## src/rtl/srff_driver.sv

```systemverilog
// Command-side driver for a bank of clocked SR flip-flops: accepts masked
// write requests, drives timed s/r pulses, then verifies feedback against the target.
module srff_driver #(
    parameter int WIDTH         = 8,
    parameter int PULSE_CYCLES  = 2,
    parameter int SETTLE_CYCLES = 2
) (
    input  logic             clk,
    input  logic             rst,
    input  logic             req_valid,
    output logic             req_ready,
    input  logic [WIDTH-1:0] req_data,
    input  logic [WIDTH-1:0] req_mask,
    input  logic [WIDTH-1:0] q_fb,
    output logic [WIDTH-1:0] s,
    output logic [WIDTH-1:0] r,
    output logic             busy,
    output logic             done,
    output logic             err,
    output logic [WIDTH-1:0] err_bits,
    input  logic             err_clr
);

    localparam int MAX_CYCLES = (PULSE_CYCLES > SETTLE_CYCLES) ? PULSE_CYCLES : SETTLE_CYCLES;
    localparam int CNT_W      = $clog2(MAX_CYCLES + 1);

    localparam logic [CNT_W-1:0] PULSE_LOAD  = CNT_W'(PULSE_CYCLES - 1);
    localparam logic [CNT_W-1:0] SETTLE_LOAD = CNT_W'(SETTLE_CYCLES - 1);

    typedef enum logic [1:0] {
        IDLE,
        PULSE,
        SETTLE,
        CHECK
    } state_t;

    state_t           state;
    logic [CNT_W-1:0] cnt;
    logic [WIDTH-1:0] exp_q;

    logic             accept;
    logic [WIDTH-1:0] set_v;
    logic [WIDTH-1:0] rst_v;
    logic [WIDTH-1:0] exp_v;
    logic [WIDTH-1:0] err_next;

    // Excitation from the SR table: set and reset terms are disjoint by construction,
    // so s & r can never be high together on a bit.
    assign set_v = req_mask & req_data & ~q_fb;
    assign rst_v = req_mask & ~req_data & q_fb;
    assign exp_v = (q_fb & ~req_mask) | (req_data & req_mask);

    assign accept = req_valid & req_ready;

    // NOTE: every variable written in always_comb gets a default first, so no path
    // leaves it unassigned and no latch is inferred.
    always_comb begin
        err_next = err_clr ? '0 : err_bits;
        if (state == CHECK) begin
            err_next = err_next | (q_fb ^ exp_q);
        end
    end

    // NOTE: sequential state uses non-blocking assignments only, so every register
    // samples pre-edge values regardless of statement order.
    // The async reset also drops s/r mid-pulse without waiting for a clock edge.
    always_ff @(posedge clk or posedge rst) begin
        if (rst) begin
            state     <= IDLE;
            cnt       <= '0;
            exp_q     <= '0;
            s         <= '0;
            r         <= '0;
            req_ready <= 1'b0;
            busy      <= 1'b0;
            done      <= 1'b0;
            err_bits  <= '0;
            err       <= 1'b0;
        end else begin
            done     <= 1'b0;
            err_bits <= err_next;
            err      <= |err_next;

            case (state)
                IDLE: begin
                    if (accept) begin
                        exp_q     <= exp_v;
                        req_ready <= 1'b0;
                        busy      <= 1'b1;
                        if ((set_v | rst_v) != '0) begin
                            state <= PULSE;
                            s     <= set_v;
                            r     <= rst_v;
                            cnt   <= PULSE_LOAD;
                        end else begin
                            state <= CHECK;
                            cnt   <= '0;
                        end
                    end else begin
                        req_ready <= 1'b1;
                    end
                end

                PULSE: begin
                    if (cnt == '0) begin
                        s <= '0;
                        r <= '0;
                        if (SETTLE_CYCLES == 0) begin
                            state <= CHECK;
                            cnt   <= '0;
                        end else begin
                            state <= SETTLE;
                            cnt   <= SETTLE_LOAD;
                        end
                    end else begin
                        cnt <= cnt - 1'b1;
                    end
                end

                SETTLE: begin
                    if (cnt == '0) begin
                        state <= CHECK;
                        cnt   <= '0;
                    end else begin
                        cnt <= cnt - 1'b1;
                    end
                end

                CHECK: begin
                    state     <= IDLE;
                    busy      <= 1'b0;
                    done      <= 1'b1;
                    req_ready <= 1'b1;
                end

                default: begin
                    state     <= IDLE;
                    s         <= '0;
                    r         <= '0;
                    busy      <= 1'b0;
                    req_ready <= 1'b0;
                end
            endcase
        end
    end

endmodule

```

## config.mk

```make
export PLATFORM = sky130hd
export DESIGN_NAME = srff_driver
export DESIGN_NICKNAME = d
export VERILOG_FILES = /design/src/rtl/srff_driver.sv
export SDC_FILE = /design/constraint.sdc
export NUM_CORES = 1
export LEC_CHECK = 0
export BUFFER_PORTS_ARGS = -buffer_cell sky130_fd_sc_hd__buf_2
export CORE_ASPECT_RATIO = 0.9
export CORE_MARGIN = 2
export CORE_UTILIZATION = 40
export CTS_CLUSTER_DIAMETER = 50
export CTS_CLUSTER_SIZE = 24
export DETAILED_ROUTE_END_ITERATION = 8
export HOLD_SLACK_MARGIN = 0.15
export PLACE_DENSITY = 0.63
export SETUP_SLACK_MARGIN = 0.3
export SYNTH_ARGS = -nofsm -noshare
export SYNTH_HDL_FRONTEND = slang
export SYNTH_SLANG_ARGS = --single-unit
```

## constraint.sdc

```tcl
create_clock -name clk -period 5.4 [get_ports clk]
set_input_delay 1.08 -clock clk [delete_from_list [all_inputs] [get_ports clk]]
set_output_delay 1.08 -clock clk [all_outputs]
set_load 0.02 [all_outputs]
```

* Word level (Yosys, flattened, before mapping)
Cells that the tools add are included.
** Word-level totals
- Flip-flop bits (word level) :: 40
- Bits of input ports :: 28
- Logic and storage cells :: 67
- Output and inout port bits :: 28
** Operators by class
- Bitwise logic cells :: 13
- Reduce and logical (&&, ||, !) cells :: 12
- Add/sub/neg operators :: 1
- Eq/ne operators :: 7
- Multiplexer cells :: 24
** Operator list (count)
- 2-to-1 mux 8 bit :: 7
- AND 8 bit :: 5
- case mux 8 bit (2 select lines) :: 2
- NOT 8 bit :: 3
- bitwise OR 8 bit :: 3
- 2-to-1 mux 2 bit :: 7
- != test 2 bit (second input constant) :: 4
- case mux 2 bit (4 select lines) :: 1
- nonzero test 8 bit :: 1
- OR reduction 8 bit :: 1
- bitwise XOR 8 bit :: 1
- case mux 2 bit (3 select lines) :: 1
- AND reduction 2 bit :: 3
- == test 2 bit (second input constant) :: 2
- logical NOT 2 bit :: 2
- 2-to-1 mux 1 bit :: 4
- case mux 1 bit (2 select lines) :: 2
- AND reduction 4 bit :: 1
- nonzero test 2 bit :: 2
- AND reduction 3 bit :: 1
- nonzero test 3 bit :: 1
- == test 2 x 1 -> 1 bit (second input constant) :: 1
- subtractor 2 x 1 -> 2 bit (second input constant) :: 1
- AND 1 bit :: 1

* Longest topological paths before layout
Gate-level depths: netlist of the first run.
- Depth in word-level cells :: 8
- Gate-level depth with buffers :: 8
- Gate-level depth less buffers :: 6

* Worst setup path after synthesis of the first run
No wires, ideal clock.
- Kind :: input to register
- Start :: input q_fb[6]
- End :: register r[0]
- Slack :: 2923 ps
- Setup time :: 125 ps
- Path buffers :: 2
- Data required time :: 5275 ps
- Arrival time :: 2352 ps
- Stages on the path :: 7
- Cells stage by stage :: xor2_1 > a22o_1 > nor4_2 > a21o_1 > buf_6 > buf_12 > mux2_4
** Between the ends
- Longest elaborated chain between the ends :: 6
- Elaborated cells between the ends (all ways) :: 7
- Classes of those cells :: 1 x eq/ne; 4 x bitwise; 2 x reduce/logical
** RTL lines
- from (decl) :: line 14 : input logic [WIDTH-1:0] q_fb,
- NOT 8 bit :: line 49 : assign set_v = req_mask & req_data & ~q_fb;
- AND 8 bit :: line 49
- bitwise OR 8 bit * :: line 90 : if ((set_v | rst_v) != '0) begin
- nonzero test 8 bit * :: line 90
- != test 2 bit (no source line) *
- AND reduction 4 bit (no source line) *
- to (signal assigned) :: line 93 : r <= rst_v;
- to (decl) :: line 16 : output logic [WIDTH-1:0] r,
Mark *: on every way between the ends. The rest lies on a longest branch, timed or not.
A chain may end at the register's enable or synchronous reset.

* Worst setup path after layout of the first run
- Start :: input q_fb[4]
- End :: register r[4]
** Between the ends
- Longest elaborated chain between the ends :: 6
- Elaborated cells between the ends (all ways) :: 10
- Classes of those cells :: 1 x eq/ne; 3 x mux; 4 x bitwise; 2 x reduce/logical
** RTL lines (line)
- NOT 8 bit :: 49
- AND 8 bit :: 49
- bitwise OR 8 bit :: 90
- nonzero test 8 bit :: 90
- != test 2 bit (no source line)
- AND reduction 4 bit (no source line)
Parallel ways exist; a longest one is shown, timed or not. The select of a mux whose other input is x is not followed.

==> results.json, run 1 <==
{
  "path_delay_family": "simple AND/OR/NAND/NOR gates",
  "finalCritPeriodShare_pct": 51.6,
  "power_density_nw_per_um2": 587,
  "start_util_pct": 42.2,
  "hpwl_um": 3330,
  "die_h_um": 72.4,
  "status": "finished, final reports clean",
  "worst_pin_slew_ns": 0.724,
  "p_leak_nw": 1.30,
  "slowest_delay_ns": 0.65,
  "ctsHoldBuffers": 0,
  "numCtsBuffers": 5,
  "fp-row-count": 24,
  "maxCapViolations": 0,
  "nNetsFinal": 283,
  "setup_violations": 0,
  "post-cts-setup-buffer-count": 0,
  "antenna_found_initial": 0,
  "rr_worst_depth": 6,
  "placed_area_um2": 2390,
  "path_max_fanout": 16,
  "vias": 1571,
  "antenna_cells": 0,
  "endpoint_kind": "flip-flop",
  "postLayoutCellArea_um2": 2500,
  "io_buffers": 55,
  "gr-total-overflow": 0,
  "cp_slowest_cell": "a21o_1",
  "finalMaxSlewViolations": 0,
  "synthCells": 194,
  "wirelength_um": 4330,
  "synthSimpleGateAreaFrac_pct": 15.1,
  "ys_ff_latch": 40,
  "gp_congestion": 0.765,
  "multi_input_comb_area_um2": 977,
  "min_path_type": "flip-flop to flip-flop",
  "synthToLayoutAreaGrowth_pct": 20.5,
  "synth_xor_area_share_pct": 4.64,
  "finalHoldViolations": 0,
  "cts_tree": "done",
  "setup.worst_path.start_class": "input pin",
  "drt-initial-drc-count": 51,
  "cts.htree.levels": 2,
  "core_area_um2": 4920,
  "worstPathArrival_ns": 2.97,
  "seqCellArea_um2": 1000,
  "grt_use_total_pct": 16.2,
  "tns_ns": 0,
  "post_cts_resize_count": 0,
  "finClkSkew_ns": 0.00747,
  "synthAdderAreaFrac_pct": 3.01,
  "die_area_um2": 5790,
  "die_w_um": 80.0,
  "worstPathCellList": "buf_2, nand3b_1, nand4_1, nor4_2, a21o_1, mux2_2",
  "avgSynthCellArea_um2": 10.7,
  "root_buffer": "clkbuf_8",
  "grt_pass1_wl_um": 7170,
  "clock-sinks": 40,
  "ir_drop_v": 0.000261,
  "io_pins": 56,
  "max_freq_mhz": 359,
  "synth.cell_area_um2": 2080,
  "critPathKind": "input pin to flip-flop",
  "clk_latency_ns": 0.30,
  "synth_fp_nets": 227,
  "synth_top_family_by_area": "simple AND/OR/NAND/NOR gates",
  "rrSetupSlack_ns": 2.63,
  "drive_gt1_share_pct": 33.1,
  "grt_pass1_vias": 1493,
  "post_drt_wl_per_cell_um": 13.7,
  "synth_compound_area_share_pct": 10.4,
  "min_from": "s[4]",
  "cp-startpoint": "q_fb[4]",
  "seq_area_frac_synth_pct": 48.2,
  "grt_max_degree": 41,
  "viasPerCell": 4.97,
  "hold_path_end": "s[4]",
  "drc": 0,
  "r2r-start": "state[1]",
  "rr_endpoint": "r[4]",
  "path_buf_inv": 1,
  "worstHoldPathCells": 1,
  "clockBufferDepth": 2,
  "clk_transition_reported_paths_ns": 0.07,
  "synth.distinct_cells": 32,
  "grt_setup_unrepaired": "no",
  "fillers": 491,
  "critPathRequiredTime_ns": 5.58,
  "synth.yosys.warnings": 0,
  "firstDrtPassIters": 4,
  "final.min_clock_period_ns": 2.79,
  "muxShareOfSynthArea_pct": 13.9,
  "slew_headroom_pct": 51.8,
  "ant_nets": 0
}
## per-layer routing
layer / vias up / wire length [um] / share of wire, % / global-route usage, %
li1: 784 / - / - / -
met1: 729 / 2090 / 48 / 22.4
met2: 50 / 1920 / 44 / 24.9
met3: 8 / 258 / 6.0 / 3.86
met4: 0 / 59 / 1.4 / 5.65
met5: - / 0 / 0 / 0
## through the flow
step	total power, mW	setup slack (ns)	cells	util (%)	hold slack [ns]
detailed placement	1.24	2.29	308	48.6	0.479
CTS	1.49	2.60	316	50.8	0.496
floorplan	1.07	2.92	194	-	0.469
global placement	1.23	2.34	308	48.6	0.478
global route	1.59	2.42	316	50.8	0.520
finish	1.47	2.61	316	50.8	0.491
## final cells by class
type / count / share of cell area (%)
Tap cell: 65 / 3.25
Inverter: 13 / 1.95
Multi-Input combinational cell: 134 / 39.0
Clock buffer: 5 / 2.75
Timing Repair Buffer: 56 / 11.3
Clock inverter: 3 / 1.70
Sequential cell: 40 / 40.0
## worst register-to-register path: cells and delay by family (launching register included)
kind,cells,cell delay [ns]
AOI/OAI and AO/OA,1,0.57
buffers and inverters,1,0.11
and+or+nand+nor,1,0.11
adders and majority gates,1,0.63
DFF,1,0.42
muxes,2,0.82
## where the power goes
group	internal (mW)	switching (mW)
registers	0.438	0.0754
logic	0.292	0.418
clock network	0.137	0.108
total	0.867	0.602
## registers in the layout, indices dropped and copies added (netlist names)
register,cells
busy,1
cnt,2
done,1
err,1
err_bits,8
exp_q,8
r,8
req_ready,1
s,8
state,2
## layout by cell type (no fill, tap or decap), types with 7 or more instances in the layout
cell,n
buf_2,55
dfrtp_1,40
nand2_1,20
o21ai_0,18
nor2_1,15
inv_1,13
xor2_1,10
mux2i_1,9
nand3b_1,9
mux2_4,8
mux2_2,7
## Yosys cell counts
| cell | n | area [um^2] |
|---|---|---|
| mux2_2 | 7 | 78.8 |
| nand2b_1 | 1 | 6.26 |
| a22o_1 | 1 | 8.76 |
| nand2_1 | 20 | 75.1 |
| a21o_1 | 1 | 7.51 |
| nand3b_1 | 9 | 67.6 |
| nor4_2 | 1 | 12.5 |
| o221ai_1 | 1 | 8.76 |
| mux2_4 | 8 | 120 |
| inv_1 | 13 | 48.8 |
| xnor2_1 | 1 | 8.76 |
| o211ai_2 | 1 | 12.5 |
| mux2i_1 | 9 | 90.1 |
| o21ai_0 | 18 | 90.1 |
| xor2_1 | 10 | 87.6 |
| clkbuf_1 | 5 | 18.8 |
| buf_12 | 1 | 20.0 |
| o211ai_1 | 1 | 7.51 |
| a21boi_0 | 1 | 7.51 |
| nor4b_1 | 2 | 17.5 |
| o21a_1 | 3 | 22.5 |
| nand3_1 | 1 | 5.00 |
| a21o_2 | 2 | 17.5 |
| dfrtp_1 | 40 | 1000 |
| nor4bb_1 | 4 | 40.0 |
| buf_6 | 1 | 11.3 |
| o2111ai_1 | 1 | 8.76 |
| nand4_1 | 2 | 12.5 |
| ha_1 | 5 | 62.6 |
| nor2_1 | 15 | 56.3 |
| a21oi_1 | 5 | 25.0 |
| nor3_1 | 4 | 20.0 |
## cell families (layout without fill, tap and decap cells)
family,Yosys count,in the layout
buf+inv,20,77
simple gates,59,59
xor+xnor,11,11
compound gates,35,35
fa+ha+maj,5,5
flops,40,40
mux,24,24
## worst max path at each step
stage | end | cells after the start
finish | r[4] | 6
global route | r[4] | 6
CTS | r[4] | 6
detailed placement | r[5] | 6
global placement | r[2] | 6
floorplan | r[0] | 7
Power figures use the tool's default switching activity.
==> run 2, diff against run 1 <==
==> constraint.sdc (replaced) <==
create_clock -name clk -period 2.7 [get_ports clk]
set_input_delay 0.54 -clock clk [delete_from_list [all_inputs] [get_ports clk]]
set_output_delay 0.54 -clock clk [all_outputs]
set_load 0.02 [all_outputs]
==> results.json, run 2 (same netlist as run 1, synthesis figures left out) <==
{
  "status": "finished, final reports clean",
  "cts_tree": "done",
  "firstDrtPassIters": 4,
  "cts.htree.levels": 2,
  "path_buf_inv": 2,
  "clock-sinks": 40,
  "rr_worst_depth": 7,
  "ctsHoldBuffers": 0,
  "min_path_type": "input pin to async pin",
  "clk_transition_reported_paths_ns": 0.08,
  "worstPathCellList": "inv_1, ha_1, mux2_2, nand2_1, a21o_1, buf_4, mux2_2",
  "root_buffer": "clkbuf_8",
  "r2r-start": "state[1]",
  "io_pins": 56,
  "grt_pass1_wl_um": 7090,
  "start_util_pct": 42.2,
  "setup_violations": 0,
  "worstSetupEndpoint": "r[5]",
  "fp-row-count": 24,
  "final_cell_mix": "buf_2, dfrtp_1, nand2_1",
  "clk_latency_ns": 0.29,
  "antenna_cells": 0,
  "nNetsFinal": 285,
  "postLayoutCoreUtil_pct": 51.1,
  "power_density_nw_per_um2": 1170,
  "die_w_um": 80.0,
  "path_max_fanout": 16,
  "finalMaxSlewViolations": 0,
  "post-cts-setup-buffer-count": 0,
  "path_delay_family": "multiplexers",
  "numCtsBuffers": 5,
  "grt_pass1_vias": 1518,
  "ant_nets": 0,
  "rrSetupSlack_ns": 0.67,
  "vias": 1598,
  "cp_slowest_cell": "dfrtp_1",
  "final_common_cell": "buf_2",
  "clockBufferDepth": 2,
  "tns_ns": 0,
  "cp_num_cells": 7,
  "cp-startpoint": "state[1]",
  "finalCritPeriodShare_pct": 75.0,
  "die_h_um": 72.4,
  "slowest_delay_ns": 0.42,
  "hpwl_um": 3340,
  "post_cts_resize_count": 0,
  "viasPerCell": 5.03,
  "p_leak_nw": 1.31,
  "postLayoutCellArea_um2": 2520,
  "grt_use_total_pct": 15.9,
  "setup.worst_path.start_class": "flip-flop",
  "die_area_um2": 5790,
  "finalHoldViolations": 0,
  "gp_congestion": 0.762,
  "drc": 0,
  "endpoint_kind": "flip-flop",
  "grt_max_degree": 41,
  "max_freq_mhz": 494,
  "maxCapViolations": 0,
  "whs_ns": 0.372,
  "grt_setup_unrepaired": "no",
  "ir_drop_v": 0.000498,
  "worstPathArrival_ns": 2.20,
  "drt-initial-drc-count": 84,
  "worst_pin_slew_ns": 0.539,
  "io_buffers": 55,
  "rr_endpoint": "r[5]",
  "critPathRequiredTime_ns": 2.88,
  "placed_area_um2": 2410,
  "slew_headroom_pct": 64.0,
  "drive_gt1_share_pct": 33.6,
  "critPathKind": "flip-flop to flip-flop",
  "wirelength_um": 4350,
  "finClkSkew_ns": 0.00648,
  "synthToLayoutAreaGrowth_pct": 21.2,
  "gr-total-overflow": 0,
  "core_area_um2": 4920,
  "antenna_found_initial": 0,
  "path_common_cell": "mux2_2",
  "post_drt_wl_per_cell_um": 13.7,
  "final.min_clock_period_ns": 2.03
}
## run 2: cell types whose count changed in the layout (fill, tap and decap cells not counted), sizes merged
cell,before,now
buf,56,58
## run 2: worst min-delay path, stage by stage
cell and delay, ns:
buf_2 0.10, inv_1 0.04, buf_4 0.44
## run 2: final cells by class
cell class,count,area [um^2]
fill,491,2410
sequential,40,1000
timing repair buffer,58,298
inverter,13,48.8
clock inverter,3,42.5
multi-input combinational,134,977
tap,65,81.3
clock buffer,5,68.8
## run 2: where the power goes
| part | internal (mW) | leakage [nW] | switching (mW) |
|---|---|---|---|
| sequential | 0.876 | 0.515 | 0.149 |
| combinational | 0.600 | 0.743 | 0.847 |
| clock | 0.273 | 0.0541 | 0.207 |
| total | 1.75 | 1.31 | 1.20 |
## run 2: metal layers
| metal | wire length [um] | vias up | part of all wire, % | GRT usage, % |
|---|---|---|---|---|
| li1 | - | 784 | - | - |
| met1 | 1970 | 763 | 45 | 20.9 |
| met2 | 2050 | 44 | 47 | 25.6 |
| met3 | 262 | 7 | 6.0 | 4.23 |
| met4 | 57 | 0 | 1.3 | 5.08 |
| met5 | 0 | - | 0 | 0 |
## run 2: worst min path at each step
stage	to	slack, ns	start
finish	err_bits[0]	0.37	rst
global placement	s[4]	0.48	s[4]
global route	err_bits[5]	0.41	rst
floorplan	exp_q[7]	0.47	exp_q[7]
detailed placement	s[4]	0.47	s[4]
CTS	err_bits[0]	0.38	rst
## run 2: metrics by stage
step / std cells / power [mW] / setup WS [ns]
detailed placement: 310 / 2.50 / 0.434
global route: 318 / 3.19 / 0.549
floorplan: 194 / 2.14 / 0.763
CTS: 318 / 3.00 / 0.679
finish: 318 / 2.95 / 0.674
global placement: 310 / 2.48 / 0.489
==> run 3, diff against run 2 <==
--- a/config.mk
+++ b/config.mk
@@ -5,6 +5,7 @@
 export SDC_FILE = /design/constraint.sdc
 export NUM_CORES = 1
 export LEC_CHECK = 0
+export ABC_AREA = 1
 export BUFFER_PORTS_ARGS = -buffer_cell sky130_fd_sc_hd__buf_2
 export CORE_ASPECT_RATIO = 0.9
 export CORE_MARGIN = 2
@@ -13,7 +14,7 @@
 export CTS_CLUSTER_SIZE = 24
 export DETAILED_ROUTE_END_ITERATION = 8
 export HOLD_SLACK_MARGIN = 0.15
-export PLACE_DENSITY = 0.63
+export PLACE_DENSITY = 0.65
 export SETUP_SLACK_MARGIN = 0.3
 export SYNTH_ARGS = -nofsm -noshare
 export SYNTH_HDL_FRONTEND = slang
==> constraint.sdc (replaced) <==
create_clock -name clk -period 1.6 [get_ports clk]
set_input_delay 0.32 -clock clk [delete_from_list [all_inputs] [get_ports clk]]
set_output_delay 0.32 -clock clk [all_outputs]
set_load 0.02 [all_outputs]
==> results.json, run 3 <==
{
  "status": "finished, final reports clean",
  "vias": 2022,
  "gr-total-overflow": 0,
  "drive_gt1_share_pct": 32.1,
  "die_area_um2": 5920,
  "fp-row-count": 25,
  "finalCritPeriodShare_pct": 97.7,
  "worst_pin_slew_ns": 0.511,
  "start_util_pct": 41.0,
  "synth.yosys.warnings": 0,
  "clk_latency_ns": 0.30,
  "synth_ff_type": "dfrtp_1",
  "p_total_mw": 6.25,
  "p_leak_nw": 1.52,
  "final_common_cell": "nand2_1",
  "grt_pass1_vias": 1900,
  "clk_transition_reported_paths_ns": 0.08,
  "wirelength_um": 5340,
  "clockBufferDepth": 2,
  "firstDrtPassIters": 4,
  "synth.distinct_cells": 26,
  "numCtsBuffers": 5,
  "whs_ns": 0.118,
  "endpoint_kind": "flip-flop",
  "critPathRequiredTime_ns": 1.79,
  "core_area_um2": 5190,
  "maxCapViolations": 0,
  "viasPerCell": 4.76,
  "ys_ff_latch": 40,
  "use_met2_pct": 30.3,
  "cts_tree": "done",
  "finalHoldViolations": 0,
  "io_buffers": 55,
  "drc": 0,
  "grt_max_degree": 41,
  "die_h_um": 73.2,
  "root_buffer": "clkbuf_8",
  "grt_pass1_wl_um": 8760,
  "clock-sinks": 40,
  "antenna_cells": 0,
  "netlist_top_cells_count": "nand2_1, dfrtp_1, o21ai_0",
  "path_max_fanout": 8,
  "final_cell_mix": "nand2_1, buf_2, dfrtp_1",
  "gp_congestion": 0.820,
  "post_drt_wl_per_cell_um": 12.6,
  "synth_edf_count": 0,
  "die_w_um": 80.9,
  "worstPathArrival_ns": 1.75,
  "grt_use_total_pct": 19.4,
  "synthArstFlopShare_pct": 100,
  "finalMaxSlewViolations": 0,
  "min_path_type": "input pin to async pin",
  "max_freq_mhz": 640,
  "grt_setup_unrepaired": "yes",
  "cts.htree.levels": 2,
  "synth_top_area_share_pct": 47.0,
  "ir_drop_v": 0.000930,
  "avgSynthCellArea_um2": 7.66,
  "hpwl_um": 3850,
  "seq_area_frac_synth_pct": 47.0,
  "critPathKind": "flip-flop to flip-flop",
  "ctsHoldBuffers": 0,
  "synth_top_area_cell": "dfrtp_1",
  "finClkSkew_ns": 0.00705,
  "io_pins": 56,
  "synthCells": 278,
  "power_density_nw_per_um2": 2130,
  "nNetsFinal": 390,
  "setup.worst_path.start_class": "flip-flop",
  "yosysMostFrequentCell": "nand2_1",
  "top_usage_layer": "met2",
  "synthToLayoutAreaGrowth_pct": 37.5,
  "setup_violations": 0,
  "synth.cell_area_um2": 2130,
  "grtUsageMet1_pct": 26.9,
  "grtUsageMet3_pct": 4.70,
  "slew_headroom_pct": 66.0,
  "synthTopCellsByArea": "dfrtp_1, nand2_1, o21ai_0",
  "antenna_found_initial": 0,
  "fillers": 503,
  "drt-initial-drc-count": 108,
  "final.min_clock_period_ns": 1.56,
  "ant_nets": 0,
  "synth_fp_nets": 311
}
-- run 3: cell types whose count changed after synthesis, sizes merged, moves of 8 or more --
| cell | delta |
|---|---|
| nand3 | +16 |
| mux2 | -15 |
| nand3b | -8 |
| o21ai | +20 |
| mux2i | -9 |
| nor3 | +13 |
| nand2 | +51 |
| inv | +20 |
| xor2 | -10 |
| nor2 | +19 |
-- run 3: cells by family (layout without fill, tap and decap cells) --
logic type	Yosys count	in the layout	synth area share, %
AOI/OAI and AO/OA	53	53	13.6
and+or+nand+nor	141	142	28.9
buffers and inverters	39	118	7.58
DFF	40	40	47.0
adders and majority gates	5	5	2.94
-- run 3: worst paths after layout --
path | startpoint | endpoint | slack (ns) | cells past startpoint
hold reg to reg | r[2] | r[2] | 0.47 | 2
setup reg to reg | state[0] | s[4] | 0.04 | 9
max in group asynchronous | rst | exp_q[7] | 1.12 | 3
setup / recovery | state[0] | s[4] | 0.04 | 9
hold / removal | rst | r[2] | 0.12 | 3
min in group clk | err_clr | err_bits[6] | 0.33 | 2
-- run 3: routing by layer --
metal | vias up | part of all wire (%)
met5 | - | 0
met4 | 0 | 1.2
li1 | 1068 | -
met1 | 912 | 48
met2 | 37 | 47
met3 | 5 | 3.8
-- run 3: timing repair --
action                                  CTS  global route
resized for setup                        27            25
pin swaps                                 5             7
setup buffers                            10             3
endpoints found under the setup margin   32            34
gates cloned                              2             1
-- run 3: layout make-up --
class | instances | area (um^2) | area share (%)
clock buffers | 5 | 68.8 | 2.35
clock inverters | 3 | 42.5 | 1.45
inverters | 33 | 131 | 4.49
multi-input cells | 200 | 1080 | 36.7
flip-flops and latches | 40 | 1000 | 34.2
well taps | 67 | 83.8 | 2.86
repair buffers | 77 | 526 | 17.9
-- run 3: worst max-delay path: stages (launching register included) --
cell and delay [ns]:
dfrtp_1 0.42, buf_6 0.14, ha_4 0.17, inv_4 0.07
o21ai_4 0.07, a21oi_4 0.19, buf_6 0.16, nand2_8 0.08
nand2_2 0.09, nand2_2 0.05
-- run 3: metrics by stage --
stage	utilization (%)	TNS (ns)	cells	setup WS [ns]	instance area [um^2]
2_1_floorplan	-	0	278	0.114	2150
3_3_place_gp	48.9	0	401	0.0911	2540
3_5_place_dp	48.9	0	401	0.0791	2540
4_1_cts	54.6	0	421	0.0868	2830
5_1_grt	56.4	-0.420	425	-0.0375	2930
6_report	56.4	0	425	0.0367	2930
-- run 3: where the power goes --
group          switching (mW)  internal (mW)
registers               0.245           1.49
clock network           0.374          0.462
logic                    2.08           1.60
total                    2.70           3.55
